`src/rtl/hazard_scoreboard_pkg.sv`:
```
// Shared constants for the hazard scoreboard: forward-source encoding,
// pipeline stage indices and multiply/divide opcodes.
package hazard_scoreboard_pkg;
    localparam int FWD_GRF = 0;
    localparam int STG_E   = 1;
    localparam int STG_M   = 2;
    localparam int STG_W   = 3;
    localparam int MD_OP_W = 2;

    typedef enum logic [MD_OP_W-1:0] {
        MD_NONE = 2'd0,
        MD_MUL  = 2'd1,
        MD_DIV  = 2'd2
    } md_op_e;

    function automatic int max2(input int a, input int b);
        return (a > b) ? a : b;
    endfunction
endpackage

```
`src/rtl/hazard_scoreboard_md_busy_counter.sv`:
```
// HI/LO busy timer: loads a latency when a mult/div enters E, then counts
// down to zero. Reset aborts any operation in progress.
module md_busy_counter #(
    parameter int CW = 4
) (
    input  logic          clk_i,
    input  logic          rst_ni,
    input  logic          load_i,
    input  logic [CW-1:0] load_val_i,
    output logic          busy_o
);
    logic [CW-1:0] cnt_q, cnt_d;

    always_comb begin
        cnt_d = cnt_q;
        if (load_i)
            cnt_d = load_val_i;
        else if (cnt_q != '0)
            cnt_d = cnt_q - CW'(1);
    end

    always_ff @(posedge clk_i or negedge rst_ni) begin
        if (!rst_ni) cnt_q <= '0;
        else         cnt_q <= cnt_d;
    end

    assign busy_o = (cnt_q != '0);
endmodule

```
`src/rtl/hazard_scoreboard.sv`:
```
// Stall/forward controller: a shift register of in-flight writers (E..W...)
// searched by D, E and M readers for the youngest matching destination.
module hazard_scoreboard
    import hazard_scoreboard_pkg::*;
#(
    parameter int AW      = 5,
    parameter int DEPTH   = 3,
    parameter int TW      = 2,
    parameter int MUL_LAT = 5,
    parameter int DIV_LAT = 10
) (
    input  logic                         clk_i,
    input  logic                         rst_ni,
    input  logic                         d_valid_i,
    input  logic [AW-1:0]                d_rs_i,
    input  logic [AW-1:0]                d_rt_i,
    input  logic                         d_rs_use_i,
    input  logic                         d_rt_use_i,
    input  logic [TW-1:0]                d_rs_tuse_i,
    input  logic [TW-1:0]                d_rt_tuse_i,
    input  logic [AW-1:0]                d_dst_i,
    input  logic [TW-1:0]                d_tnew_i,
    input  logic [1:0]                   d_md_op_i,
    input  logic                         d_md_use_i,
    input  logic                         d_eret_i,
    input  logic                         d_mtc0_epc_i,
    input  logic                         flush_i,
    output logic                         stall_o,
    output logic [$clog2(DEPTH+1)-1:0]   fwd_d_rs_o,
    output logic [$clog2(DEPTH+1)-1:0]   fwd_d_rt_o,
    output logic [$clog2(DEPTH+1)-1:0]   fwd_e_rs_o,
    output logic [$clog2(DEPTH+1)-1:0]   fwd_e_rt_o,
    output logic [$clog2(DEPTH+1)-1:0]   fwd_m_rt_o,
    output logic                         md_busy_o
);
    localparam int FW = $clog2(DEPTH + 1);
    localparam int CW = $clog2(max2(MUL_LAT, DIV_LAT) + 1);

    typedef struct packed {
        logic               vld;
        logic [AW-1:0]      dst;
        logic [TW-1:0]      tnew;
        logic [AW-1:0]      rs;
        logic [AW-1:0]      rt;
        logic [MD_OP_W-1:0] md_op;
        logic               epc;
    } entry_t;

    typedef struct packed {
        logic          hit;
        logic [FW-1:0] k;
        logic [TW-1:0] tnew;
    } srch_t;

    // Youngest (lowest k >= kmin) valid writer of r; r == 0 never matches.
    function automatic srch_t search(input entry_t [DEPTH:1] e,
                                     input logic [AW-1:0] r, input int kmin);
        srch_t s;
        s = '0;
        for (int k = DEPTH; k >= 1; k--)
            if (k >= kmin && e[k].vld && e[k].dst == r && r != '0) begin
                s.hit  = 1'b1;
                s.k    = FW'(k);
                s.tnew = e[k].tnew;
            end
        return s;
    endfunction

    // A younger, not-yet-ready writer hides any older ready one.
    function automatic logic [FW-1:0] sel(input srch_t s);
        return (s.hit && s.tnew == '0) ? s.k : FW'(FWD_GRF);
    endfunction

    entry_t [DEPTH:1] ent_q;
    entry_t           new_ent;
    srch_t            s_drs, s_drt, s_ers, s_ert, s_mrt;
    logic             raw_stall, accept, md_busy;

    always_comb begin
        s_drs = search(ent_q, d_rs_i, STG_E);
        s_drt = search(ent_q, d_rt_i, STG_E);
        s_ers = search(ent_q, ent_q[STG_E].rs, STG_M);
        s_ert = search(ent_q, ent_q[STG_E].rt, STG_M);
        s_mrt = search(ent_q, ent_q[STG_M].rt, STG_W);

        raw_stall = d_valid_i & (
              (d_rs_use_i & s_drs.hit & (s_drs.tnew > d_rs_tuse_i))
            | (d_rt_use_i & s_drt.hit & (s_drt.tnew > d_rt_tuse_i))
            | (d_md_use_i & (md_busy | (ent_q[STG_E].vld & (ent_q[STG_E].md_op != MD_NONE))))
            | (d_eret_i & ((ent_q[STG_E].vld & ent_q[STG_E].epc)
                         | (ent_q[STG_M].vld & ent_q[STG_M].epc))));

        stall_o = raw_stall & ~flush_i;
        accept  = d_valid_i & ~raw_stall & ~flush_i;

        new_ent       = '0;
        new_ent.vld   = accept;
        new_ent.dst   = d_dst_i;
        new_ent.tnew  = d_tnew_i;
        new_ent.rs    = d_rs_i;
        new_ent.rt    = d_rt_i;
        new_ent.md_op = d_md_op_i;
        new_ent.epc   = d_mtc0_epc_i;
    end

    assign fwd_d_rs_o = sel(s_drs);
    assign fwd_d_rt_o = sel(s_drt);
    assign fwd_e_rs_o = ent_q[STG_E].vld ? sel(s_ers) : FW'(FWD_GRF);
    assign fwd_e_rt_o = ent_q[STG_E].vld ? sel(s_ert) : FW'(FWD_GRF);
    assign fwd_m_rt_o = ent_q[STG_M].vld ? sel(s_mrt) : FW'(FWD_GRF);
    assign md_busy_o  = md_busy;

    for (genvar k = 1; k <= DEPTH; k++) begin : g_stage
        entry_t d, q;
        if (k == 1) begin : g_head
            assign d = new_ent;
        end else begin : g_body
            always_comb begin
                d      = ent_q[k-1];
                d.tnew = (ent_q[k-1].tnew != '0) ? ent_q[k-1].tnew - TW'(1) : '0;
                if (flush_i) d.vld = 1'b0;
            end
        end

        always_ff @(posedge clk_i or negedge rst_ni) begin
            if (!rst_ni) q <= '0;
            else         q <= d;
        end

        assign ent_q[k] = q;
    end

    md_busy_counter #(.CW(CW)) u_md_cnt (
        .clk_i      (clk_i),
        .rst_ni     (rst_ni),
        .load_i     (accept && d_md_op_i != MD_NONE),
        .load_val_i ((d_md_op_i == MD_DIV) ? CW'(DIV_LAT) : CW'(MUL_LAT)),
        .busy_o     (md_busy)
    );
endmodule

```
`config.mk`:
```
export PLATFORM = sky130hd
export DESIGN_NAME = hazard_scoreboard
export DESIGN_NICKNAME = d
export VERILOG_FILES = /design/src/rtl/hazard_scoreboard_pkg.sv /design/src/rtl/hazard_scoreboard_md_busy_counter.sv /design/src/rtl/hazard_scoreboard.sv
export SDC_FILE = /design/constraint.sdc
export NUM_CORES = 1
export LEC_CHECK = 0
export ABC_CLOCK_PERIOD_IN_PS = 4500
export CORE_MARGIN = 1.5
export CORE_UTILIZATION = 53
export DETAILED_ROUTE_END_ITERATION = 8
export PLACE_DENSITY = 0.79
export SLEW_MARGIN = 10
export SYNTH_ARGS = -nofsm -noshare
export SYNTH_HDL_FRONTEND = slang
export SYNTH_SLANG_ARGS = --single-unit
```
`constraint.sdc`:
```
create_clock -name clk_i -period 4.5 [get_ports clk_i]
set_clock_uncertainty 0.2 [all_clocks]
set_input_delay 0.9 -clock clk_i [delete_from_list [all_inputs] [get_ports clk_i]]
set_output_delay 0.9 -clock clk_i [all_outputs]
set_load 0.02 [all_outputs]
```
==> Flow_metrics.wiki, run 1 <==
{| class="wikitable"
! Metric !! Value
|-
| Capture endpoint of the worst hold path || ent_q[21]
|-
| PortBufs || 43
|-
| Endpoint type of the worst setup path || output pin
|-
| Fraction of registers with async set/reset || 1.00
|-
| Most used routing layer || met2
|-
| Remaining max-slew budget at the tightest pin || 0.320
|-
| Final routed DRC violation total || 0
|-
| Count of unique library cells instantiated by Yosys || 39
|-
| Clock slew at reported path FFs || about 0.090 ns
|-
| Min Clock Period, post-route || between 4 and 5 ns
|-
| Nature of the critical path startpoint || input pin
|-
| Diodes inserted || 0
|-
| Summed negative setup slack over all endpoints || 0 ns
|-
| Avg WL per Cell || roughly 18 um
|-
| Cell taking the most area after synthesis || dfrtp_1
|-
| Clock sink count || between 40 and 50
|-
| Fraction of layout cells with a size suffix above 1 || 0.256
|-
| Routing usage on met1 || 0.334
|-
| Number of top-level pins || 44
|-
| Source of the worst register-to-register timing path || ent_q[39]
|-
| MaxCap Viol Count || 0
|-
| Residual antenna-violating net count after detailed routing || 0
|-
| Slew of the pin with the lowest slew margin || 1.02 ns
|-
| Initial antenna violation count || 0
|-
| Setup slack at placement || -0.711 ns
|-
| Cts bufs inserted || 5
|-
| Layout overhead on the synthesized area || 40.7%
|-
| Total global routing track utilization || 0.251
|-
| Net count of the mapped netlist || roughly 280
|-
| Met2 Usage GRT || 0.414
|-
| Minimum setup slack in the final design || about 0.066 ns
|-
| Top fanout value on the critical path || 4
|-
| DIE AREA || between 0.005 and 0.006 sq mm
|-
| Deepest level of the CTS H-tree || 2
|-
| R2R setup slack || about 1.2 ns
|-
| Post-synth EDFFs || 0
|-
| Clk Latency, worst-skew pair || between 0.3 and 0.4 ns
|-
| Share of the clock period used by the worst path after layout || 0.985
|-
| Seq/Total Area, Yosys || 0.453
|-
| Hold Worst Slack || ~0.19 ns
|-
| Clock tree from TritonCTS || built
|-
| Setup repair after global routing missed its margin || true
|-
| Path category of the worst min-delay check || flop to flop
|-
| Number of buffers on the longest clock path || 2
|-
| Required time reported for the critical path endpoint || roughly 3.4 ns
|-
| Hold Path Origin || ent_q[0]
|-
| Worst hold path stage count || 0
|-
| Estimated wirelength of the detail-placed design || between 4 and 5 mm
|-
| Vias in the first global route || 2,005
|-
| Type of the worst setup path || input pin to output pin
|-
| Quantity of hold-fixing buffers added after cts || 0
|-
| Result of the run || complete, no violations
|-
| Cell count of the worst reg-to-reg path || 13
|-
| Gate count after technology mapping || 238
|-
| Starting DRT DRC Count || roughly 140
|-
| Final Cell Area || 0.00365 sq mm
|-
| Count of final hold-check violations || 0
|-
| Total number of vias || roughly 2.1k
|-
| Placed cell areas || ~0.0033 sq mm
|-
| Gp weighted congestion || around 0.86
|-
| Num rows || 25
|-
| Sum of overflow across all layers after global routing || 0
|-
| Endpoint of the most critical register-to-register path || u_md_cnt.cnt_q[2]
|-
| Total of endpoints with negative setup slack in the final report || 0
|-
| Wire length reported by the detailed router || roughly 7 mm
|-
| Core area || 0.00472 sq mm
|-
| Starting Density || 0.549
|-
| Portion of synthesized cell area occupied by the leading cell type || 0.453
|-
| Pin count of the biggest net entering global routing || 48
|-
| Routed vias/inst || around 5.5
|-
| Power density normalized to cell area || 308 mW/mm^2
|-
| Worst vdd rail ir drop || 0.000196 V
|-
| Number of max-slew violations in the final report || 0
|-
| Root Buffer Master || clkbuf_8
|-
| Netlist area before placement || ~0.0026 sq mm
|-
| Max frequency || roughly 230 MHz
|-
| Arrival @ worst endpoint || ~3.3 ns
|-
| Synthesis Warnings || 0
|-
| Ranking of synthesized cells by area || dfrtp_1 45%, xnor2_1 15%, xor2_1 3.7%, ha_1 2.9%, nand4_1 2.7%
|-
| Reported leakage power || 0.00156 uW
|-
| First-pass iteration count of the detailed router || 4
|-
| # nets final || between 300 and 400
|-
| Met3 track demand over resource in global routing || 0.0373
|-
| Die H || 73.0 um
|-
| Wire length of the first global-routing pass || about 9.9 mm
|-
| PnR Total Power || around 1100 uW
|-
| Synthesized flop and latch total || 47
|-
| Leading register cell type out of synthesis || dfrtp_1
|-
| Average instance area after synthesis || 10.9 sq um
|-
| Die Span X || about 73 um
|}
==> sequential cells by signal, indices dropped and copies added, names as in the netlist <==
| name | cells |
|---|---|
| ent_q | 43 |
| u_md_cnt.cnt_q | 4 |
==> per-stage QoR <==
| stage | util | instances |
|---|---|---|
| final | 0.772 | 384 |
| after global routing | 0.772 | 384 |
| after CTS | 0.730 | 376 |
| after detailed placement | 0.693 | 366 |
| after global placement | 0.693 | 366 |
| after floorplan | - | 238 |
==> layout make-up <==
class / count / area [sq um]
Inverter: 8 / 30.0
Clock inverter: 3 / 67.6
Clock buffer: 5 / 68.8
Fill cell: 305 / 1070
Multi-Input combinational cell: 173 / 1490
Tap cell: 67 / 83.8
Timing Repair Buffer: 81 / 734
Sequential cell: 47 / 1180
==> synth_stat cells, types with 3 or more instances <==
master and n:
a21oi_1 7, ha_1 6, nor2b_1 7, nor2_1 9, nand2_1 16, nor4_4 3
inv_1 8, dfrtp_1 47, nor3_1 8, mux2i_1 4, nor4_1 7, o21ai_1 5
nor4b_1 4, nand4_1 11, xor2_1 11, xnor2_1 45, clkbuf_1 9
==> kinds of logic after synthesis <==
kind of cell	Yosys count	share of synthesized area
simple gates	86	0.226
flops	47	0.453
xor+xnor	56	0.189
buf+inv	18	0.0275
fa+ha+maj	6	0.0289
mux	4	0.0154
compound gates	21	0.0598
==> what timing repair did <==
| action | 4_1_cts | 5_1_grt |
|---|---|---|
| setup endpoints to repair | 5 | 2 |
| pin swaps | 7 | 22 |
| buffers inserted | 2 | 8 |
| resized for setup | 18 | 37 |
| gates cloned | 0 | 0 |
==> worst max path at each step <==
stage                         start       to  slack, ns  cells past startpoint
after floorplan           d_rt_i[0]  stall_o       0.29                     12
after global placement    d_rt_i[3]  stall_o      -0.65                     14
after detailed placement  d_rt_i[3]  stall_o      -0.71                     14
after CTS                 d_rs_i[2]  stall_o      -0.15                     14
after global routing      d_rs_i[3]  stall_o      -0.10                     14
final                     d_rt_i[3]  stall_o       0.07                     16
==> routing by layer <==
| layer | share of wire | wire (um) |
|---|---|---|
| met5 | 0 | 0 |
| met4 | 0.027 | 187 |
| met3 | 0.058 | 401 |
| met2 | 0.52 | 3580 |
| met1 | 0.39 | 2700 |
==> report_power, final <==
part	internal, uW	total, uW	leakage (uW)	switching (uW)
combinational	136	250	0.000936	114
sequential	461	507	0.000560	46.0
clock	221	366	0.0000644	145
total	818	1120	0.00156	304
==> worst max-delay path, cell delays in order <==
cell            delay (ns)
dlymetal6s2s_1        0.17
buf_4                 0.16
xnor2_1               0.13
nand4_1               0.14
or3_4                 0.39
mux2i_1               0.14
o21ai_1               0.20
inv_1                 0.07
ha_1                  0.27
nand2_1               0.07
nand2_1               0.06
nor2_2                0.14
o31ai_4               0.09
nand3b_1              0.11
and3b_1               0.17
buf_6                 0.11
==> cell usage in the layout (no fill, tap or decap), types with 2 or more instances in the layout <==
cell type / synthesis / layout
a21oi_1: 7 / 6
a22oi_1: 2 / 2
and2_1: 2 / 2
and3_1: 2 / 2
buf_4: 1 / 31
buf_6: 0 / 9
bufinv_16: 0 / 2
clkbuf_2: 0 / 3
clkbuf_8: 0 / 5
clkdlybuf4s50_1: 0 / 27
dfrtp_1: 47 / 47
dlygate4sd2_1: 0 / 4
dlymetal6s2s_1: 0 / 6
ha_1: 6 / 6
inv_1: 8 / 8
mux2i_1: 4 / 4
nand2_1: 16 / 16
nand3b_1: 2 / 2
nand4_1: 11 / 11
nor2_1: 9 / 7
nor2_2: 0 / 2
nor2_8: 2 / 2
nor2b_1: 7 / 7
nor3_1: 8 / 8
nor4_1: 7 / 7
nor4_4: 3 / 3
nor4b_2: 0 / 3
o21ai_1: 5 / 4
o31ai_4: 2 / 2
or4_1: 2 / 2
or4_4: 2 / 2
xnor2_1: 45 / 37
xnor2_2: 0 / 7
xor2_1: 11 / 10
(Power assumes the default switching activity.)
==> run 2, diff against run 1 <==
Settings changed: CORE_UTILIZATION 53 to 55, DONT_BUFFER_PORTS set to 1, PLACE_DENSITY 0.79 to 0.69, SETUP_SLACK_MARGIN set to 0.5.
==> Flow_metrics.wiki, run 2 (same netlist as run 1, synthesis figures left out) <==
{| class="wikitable"
! Metric !! Value
|-
| Diodes inserted || 0 (unchanged)
|-
| Clock sink count || 47 (unchanged)
|-
| Source of the worst register-to-register timing path || ent_q[40]
|-
| Commonest cells after routing, fill and taps aside || 47 x dfrtp_1, 45 x xnor2_1, 16 x nand2_1
|-
| Number of top-level pins || 44 (unchanged)
|-
| Worst vdd rail ir drop || 0.000253 V (+29%)
|-
| Wire length of the first global-routing pass || 8.32 mm (-16%)
|-
| Number of buffers on the longest clock path || 2 (unchanged)
|-
| Root Buffer Master || clkbuf_8
|-
| Sum of overflow across all layers after global routing || 0 (unchanged)
|-
| Wire length reported by the detailed router || 5.11 mm (-26%)
|-
| Initial antenna violation count || 0 (unchanged)
|-
| PortBufs || 0 (-100%)
|-
| Die Span X || 71.7 um (-1.8%)
|-
| Required time reported for the critical path endpoint || 3.40 ns (about the same)
|-
| # nets final || 288 (-19%)
|-
| Clock tree from TritonCTS || built
|-
| Layout overhead on the synthesized area || 9.55%
|-
| Share of the clock period used by the worst path after layout || 0.934 (-0.0516)
|-
| Core area || 0.00444 sq mm (-5.9%)
|-
| Number of max-slew violations in the final report || 0 (unchanged)
|-
| Total of endpoints with negative setup slack in the final report || 0 (unchanged)
|-
| Avg WL per Cell || 16.9 um (-5.8%)
|-
| Failing checks || design-rule violations
|-
| Clock slew at reported path FFs || 0.08 ns (about the same)
|-
| Deepest level of the CTS H-tree || 2 (unchanged)
|-
| Pin count of the biggest net entering global routing || 48 (unchanged)
|-
| Nature of the critical path startpoint || input pin
|-
| Reported leakage power || 0.00112 uW (-28%)
|-
| Top fanout value on the critical path || 5 (+1)
|-
| Commonest non-fill, non-tap cell in the layout || dfrtp_1
|-
| Residual antenna-violating net count after detailed routing || 0 (unchanged)
|-
| Starting Density || 0.584 (+0.0345)
|-
| Endpoint of the most critical register-to-register path || u_md_cnt.cnt_q[2]
|-
| Num rows || 24 (-4.0%)
|-
| Endpoint type of the worst setup path || output pin
|-
| Remaining max-slew budget at the tightest pin || 0.563 (+0.243)
|-
| Slew of the pin with the lowest slew margin || 0.650 ns (-0.370 ns)
|-
| Fraction of layout cells with a size suffix above 1 || 0.163 (-0.0922)
|-
| PnR Total Power || 903 uW (-20%)
|-
| First-pass iteration count of the detailed router || 6 (+2)
|-
| Die H || 71.7 um (-1.8%)
|-
| Result of the run || complete, but fails checks
|-
| Type of the worst setup path || input pin to output pin
|-
| Cts bufs inserted || 5 (unchanged)
|-
| Summed negative setup slack over all endpoints || 0 ns (unchanged)
|-
| Routed vias/inst || 5.70 (+2.7%)
|-
| MaxCap Viol Count || 0 (unchanged)
|-
| DIE AREA || 0.00514 sq mm (-3.5%)
|-
| Setup repair after global routing missed its margin || true
|-
| Final routed DRC violation total || 3 (+3)
|-
| Cell count of the worst reg-to-reg path || 13 (unchanged)
|-
| Power density normalized to cell area || 318 mW/mm^2 (+3.3%)
|-
| Estimated wirelength of the detail-placed design || 3.70 mm (-14%)
|-
| Min Clock Period, post-route || 4.20 ns (-0.232 ns)
|-
| R2R setup slack || 1.40 ns (+0.17 ns)
|-
| Vias in the first global route || 1,694 (-16%)
|-
| Total global routing track utilization || 0.212 (-0.0393)
|-
| Max frequency || 238 MHz (+5.5%)
|-
| Count of final hold-check violations || 0 (unchanged)
|-
| Gp weighted congestion || 0.811 (-6.0%)
|-
| Clk Latency, worst-skew pair || 0.29 ns (-0.02 ns)
|-
| Total number of vias || 1,727 (-19%)
|-
| Flip-flop count of the largest register after layout || 43 (unchanged)
|-
| Path category of the worst min-delay check || input pin to async pin
|-
| Arrival @ worst endpoint || 3.10 ns (-0.23 ns)
|-
| Starting DRT DRC Count || 94 (-35%)
|}
## run 2: cell count changes in the layout (fill, tap and decap cells not counted), moves of 3 or more
cell             previous run  this run
dlymetal6s2s_1              6         0
clkdlybuf4s50_1            27         0
dlygate4sd2_1               4         0
clkbuf_2                    3         0
xnor2_1                    37        45
nor4b_2                     3         0
buf_4                      31        15
xnor2_2                     7         0
buf_6                       9         0
nor4b_1                     0         4
## run 2: routing by layer
metal,track usage,vias up,share of wire
met5,0,-,0
met4,0.0503,0,0.0057
met3,0.0619,2,0.057
met2,0.335,38,0.48
met1,0.291,838,0.46
li1,-,849,-
## run 2: final cells by class
type                    instances  area, sq um
multi-input cells             173         1370
well taps                      52         65.1
repair buffers                 15          113
flip-flops and latches         47         1180
fillers                       343         1600
inverters                       8         30.0
clock buffers                   6         72.6
clock inverters                 2         12.5
## run 2: what timing repair did
action / CTS / global route
setup buffers: 6 / 6
hold endpoints to repair: 0 / 0
hold buffers: 0 / 0
cloned: 0 / 0
pin swaps: 10 / 14
gates resized for setup: 2 / 2
setup endpoints to repair: 1 / 1
## run 2: worst max-delay path by stage
stage | start | endpoint | depth (start not counted)
3_3_place_gp | d_rt_i[0] | stall_o | 12
3_5_place_dp | d_rs_i[0] | stall_o | 13
4_1_cts | d_rt_i[4] | stall_o | 12
5_1_grt | d_rt_i[4] | stall_o | 13
2_1_floorplan | d_rs_i[0] | stall_o | 13
6_report | d_rt_i[4] | stall_o | 13
## run 2: worst max-delay path, cell delays in order
cell and delay [ns]:
or4_4 0.55, nor2_8 0.13, or3_4 0.16, mux2i_1 0.24
o21ai_2 0.09, inv_1 0.07, ha_1 0.22, nand2_1 0.07
nand2_1 0.05, nor2_2 0.15, o31ai_4 0.09, nand3b_1 0.13
and3b_2 0.26
## run 2: metrics by stage
stage	hold slack [ns]	area [sq um]	util	setup WS, ns	instances
final	0.0959	2840	0.639	0.299	303
after global routing	0.0780	2840	0.639	0.177	303
after CTS	0.0855	2790	0.628	0.294	297
after detailed placement	0.170	2650	0.597	0.245	283
after global placement	0.167	2650	0.597	0.252	283
after floorplan	0.152	2610	-	0.387	238
## run 2: power by group
part	leakage (uW)	total [uW]	internal, uW	switching, uW
Sequential	0.000560	502	461	40.5
Clock	0.0000412	240	109	131
Combinational	0.000518	162	86.6	75.1
Total	0.00112	903	656	247
==> edit (config.mk and constraints of run 2) <==
Change the parameter `DEPTH` from 3 to 6.
--- a/src/rtl/hazard_scoreboard.sv
+++ b/src/rtl/hazard_scoreboard.sv
@@ -6,3 +6,3 @@
     parameter int AW      = 5,
-    parameter int DEPTH   = 3,
+    parameter int DEPTH   = 6,
     parameter int TW      = 2,
Ports: changed (5 resized); port bits go from 44 to 49. No check against the original RTL was run, so the function may have changed too.
==> edit against run 2 <==
The flow finishes with violations (negative setup slack). Design area is 94% higher. Area after synthesis is 83% higher. Non-clock buffer count grew 36. First-iteration DRC count increased to 3.1 times the old value. Routed wire length rose to 2.5 times the old value. Die area rose by 79%. Setup slack worse by 0.40 ns. Register-to-register slack got worse by 0.88 ns. Sequential power increased by 49%. Sequential cell count rose by 24. Power increased by 80%. Fmax is 8.7% lower. Combinational power grew 75%. Count of clock-buffer cells in the layout is 3 higher. Critical path type unchanged.
==> edit: results (changes against run 2) <==
Status
  – Outcome: complete, but fails checks
  – Failing checks: negative setup slack

Route
  – Via density: 6.12 (+7.3%)
  – DRT Wirelength: 12900 microns (+150%)
  – DR WL/cell: 21.0 microns (+24%)
  – DR iter-0 viols: 292 (+210%)
  – TritonRoute pass-1 iters: 5 (-1)

STA
  – Final hold slack: 0.0235 ns (-0.0725 ns)
  – Final setup violation count: 1 (+1)
  – Tightest Pin Transition: 0.993 ns (+0.343 ns)
  – Final WS setup: -0.0994 ns (-0.398 ns)
  – Final setup TNS: -0.0994 ns (-0.0994 ns)

Clock tree
  – Skew-Pair Late Insertion Delay: 0.36 ns (+0.07 ns)
  – CTS buffer count: 9 (+4)
  – H-Tree Depth: 3 (+1)
  – Gates resized, CTS repair: 12 (+10)
  – Post-CTS Setup Inserts: 5 (-1)

Setup path
  – CP arrival: 3.50 ns (+0.40 ns)
  – Crit Path Max Fanout: 8 (+3)
  – Largest stage delay on the critical path: 0.53 ns (-0.02 ns)
  – Flop2flop setup slack: 0.52 ns (-0.88 ns)
  – Critical R2R Launch: ent_q[99]$_DFF_PN0_
  – Worst R2R Path Depth: 15 (+2)

Pwr
  – Internal power: 1.15 mW (+76%)
  – Maximum VDD drop: 0.000236 V (-6.8%)
  – Leak: 2.10 nW (+87%)

Place
  – Placed Cells: 585 (+110%)
  – HPWL after DPL: 9260 microns (+150%)
  – Post-place instance area: 0.00496 sq mm (+87%)
  – Placer Congestion: 0.972 (+20%)
  – Worst slack at placement: -0.187 ns (-0.432 ns)

Yosys
  – Ys async rst share: 100% (unchanged)
  – Synth area leaders: dfrtp_1 37%, xnor2_1 18%, xor2_1 6.4%, nand4_1 3.4%, clkbuf_1 2.9%
  – Seq/Total Area, Yosys: 37.4% (-8.0 points)
  – Cell count after synthesis: 497 (+110%)
  – Library cells used by synthesis: 61 (+56%)
  – Most frequent cells after synthesis: 97 x xnor2_1, 71 x dfrtp_1, 37 x clkbuf_1, 35 x xor2_1, 27 x nand2_1
  – Number of synthesized flops with an enable pin: 0 (unchanged)

Layout
  – FILL cells: 619 (+80%)
  – Share of layout cells above drive strength 1: 24.4% (+8.1 points)
  – ANT cells: 0 (unchanged)
  – Max reg flops: 67 (+56%)

Global routing
  – Vias in the first global route: 3726 (+120%)
  – Gr usage total: 29.3% (+8.0 points)
  – Pin count of the biggest net entering global routing: 72 (+50%)
  – First-pass GRT wire length: 19600 microns (+140%)
## edit: how the worst max path moves through the flow
stage / slack [ns] / endpoint / cells past startpoint / start
2_1_floorplan: -0.11 / stall_o / 14 / d_rs_i[3]
3_3_place_gp: -0.11 / stall_o / 12 / d_rt_i[0]
3_5_place_dp: -0.19 / stall_o / 12 / d_rt_i[0]
4_1_cts: -0.07 / stall_o / 13 / d_rt_i[0]
5_1_grt: -0.19 / stall_o / 14 / d_rt_i[0]
6_report: -0.1 / stall_o / 14 / d_rt_i[0]
## edit: power by group through the flow
stage,Combinational (mW),Sequential (mW),Clock (mW)
after global placement,0.251,0.762,0
after detailed placement,0.258,0.763,0
after CTS,0.266,0.748,0.595
final,0.284,0.750,0.592
after floorplan,0.263,0.719,0
after global routing,0.311,0.757,0.624
## edit: kinds of logic (layout without fill, tap and decap cells)
family          count (synthesis)  in the layout  synth area share (%)
mux                             6              6                  1.37
fa+ha+maj                       6              6                  1.58
compound gates                 51             51                  7.52
flops                          71             71                  37.4
xor+xnor                      132            132                  24.3
simple gates                  168            168                  21.7
buf+inv                        63             78                  6.18
## edit: per-layer routing
metal  global-route usage (%)  vias up  wire (microns)
met5                        0        -               0
met2                     46.8      192            6010
met4                     11.5        0             347
met3                     6.95       40            1270
li1                         -     1709               -
met1                     38.2     1833            5310
## edit: final cells by class
cell class	instances	area, sq um	share of cell area (%)
Tap cell	105	131	2.39
Multi-Input combinational cell	363	2890	52.5
Timing Repair Buffer	51	425	7.73
Clock inverter	7	104	1.89
Inverter	11	41.3	0.750
Clock buffer	9	124	2.25
Sequential cell	71	1790	32.4
## edit: worst max-delay path: cells and delay by family
kind	cells	cell delay, ns
compound gates	4	0.75
fa+ha+maj	1	0.26
buf+inv	2	0.24
simple gates	7	1.35
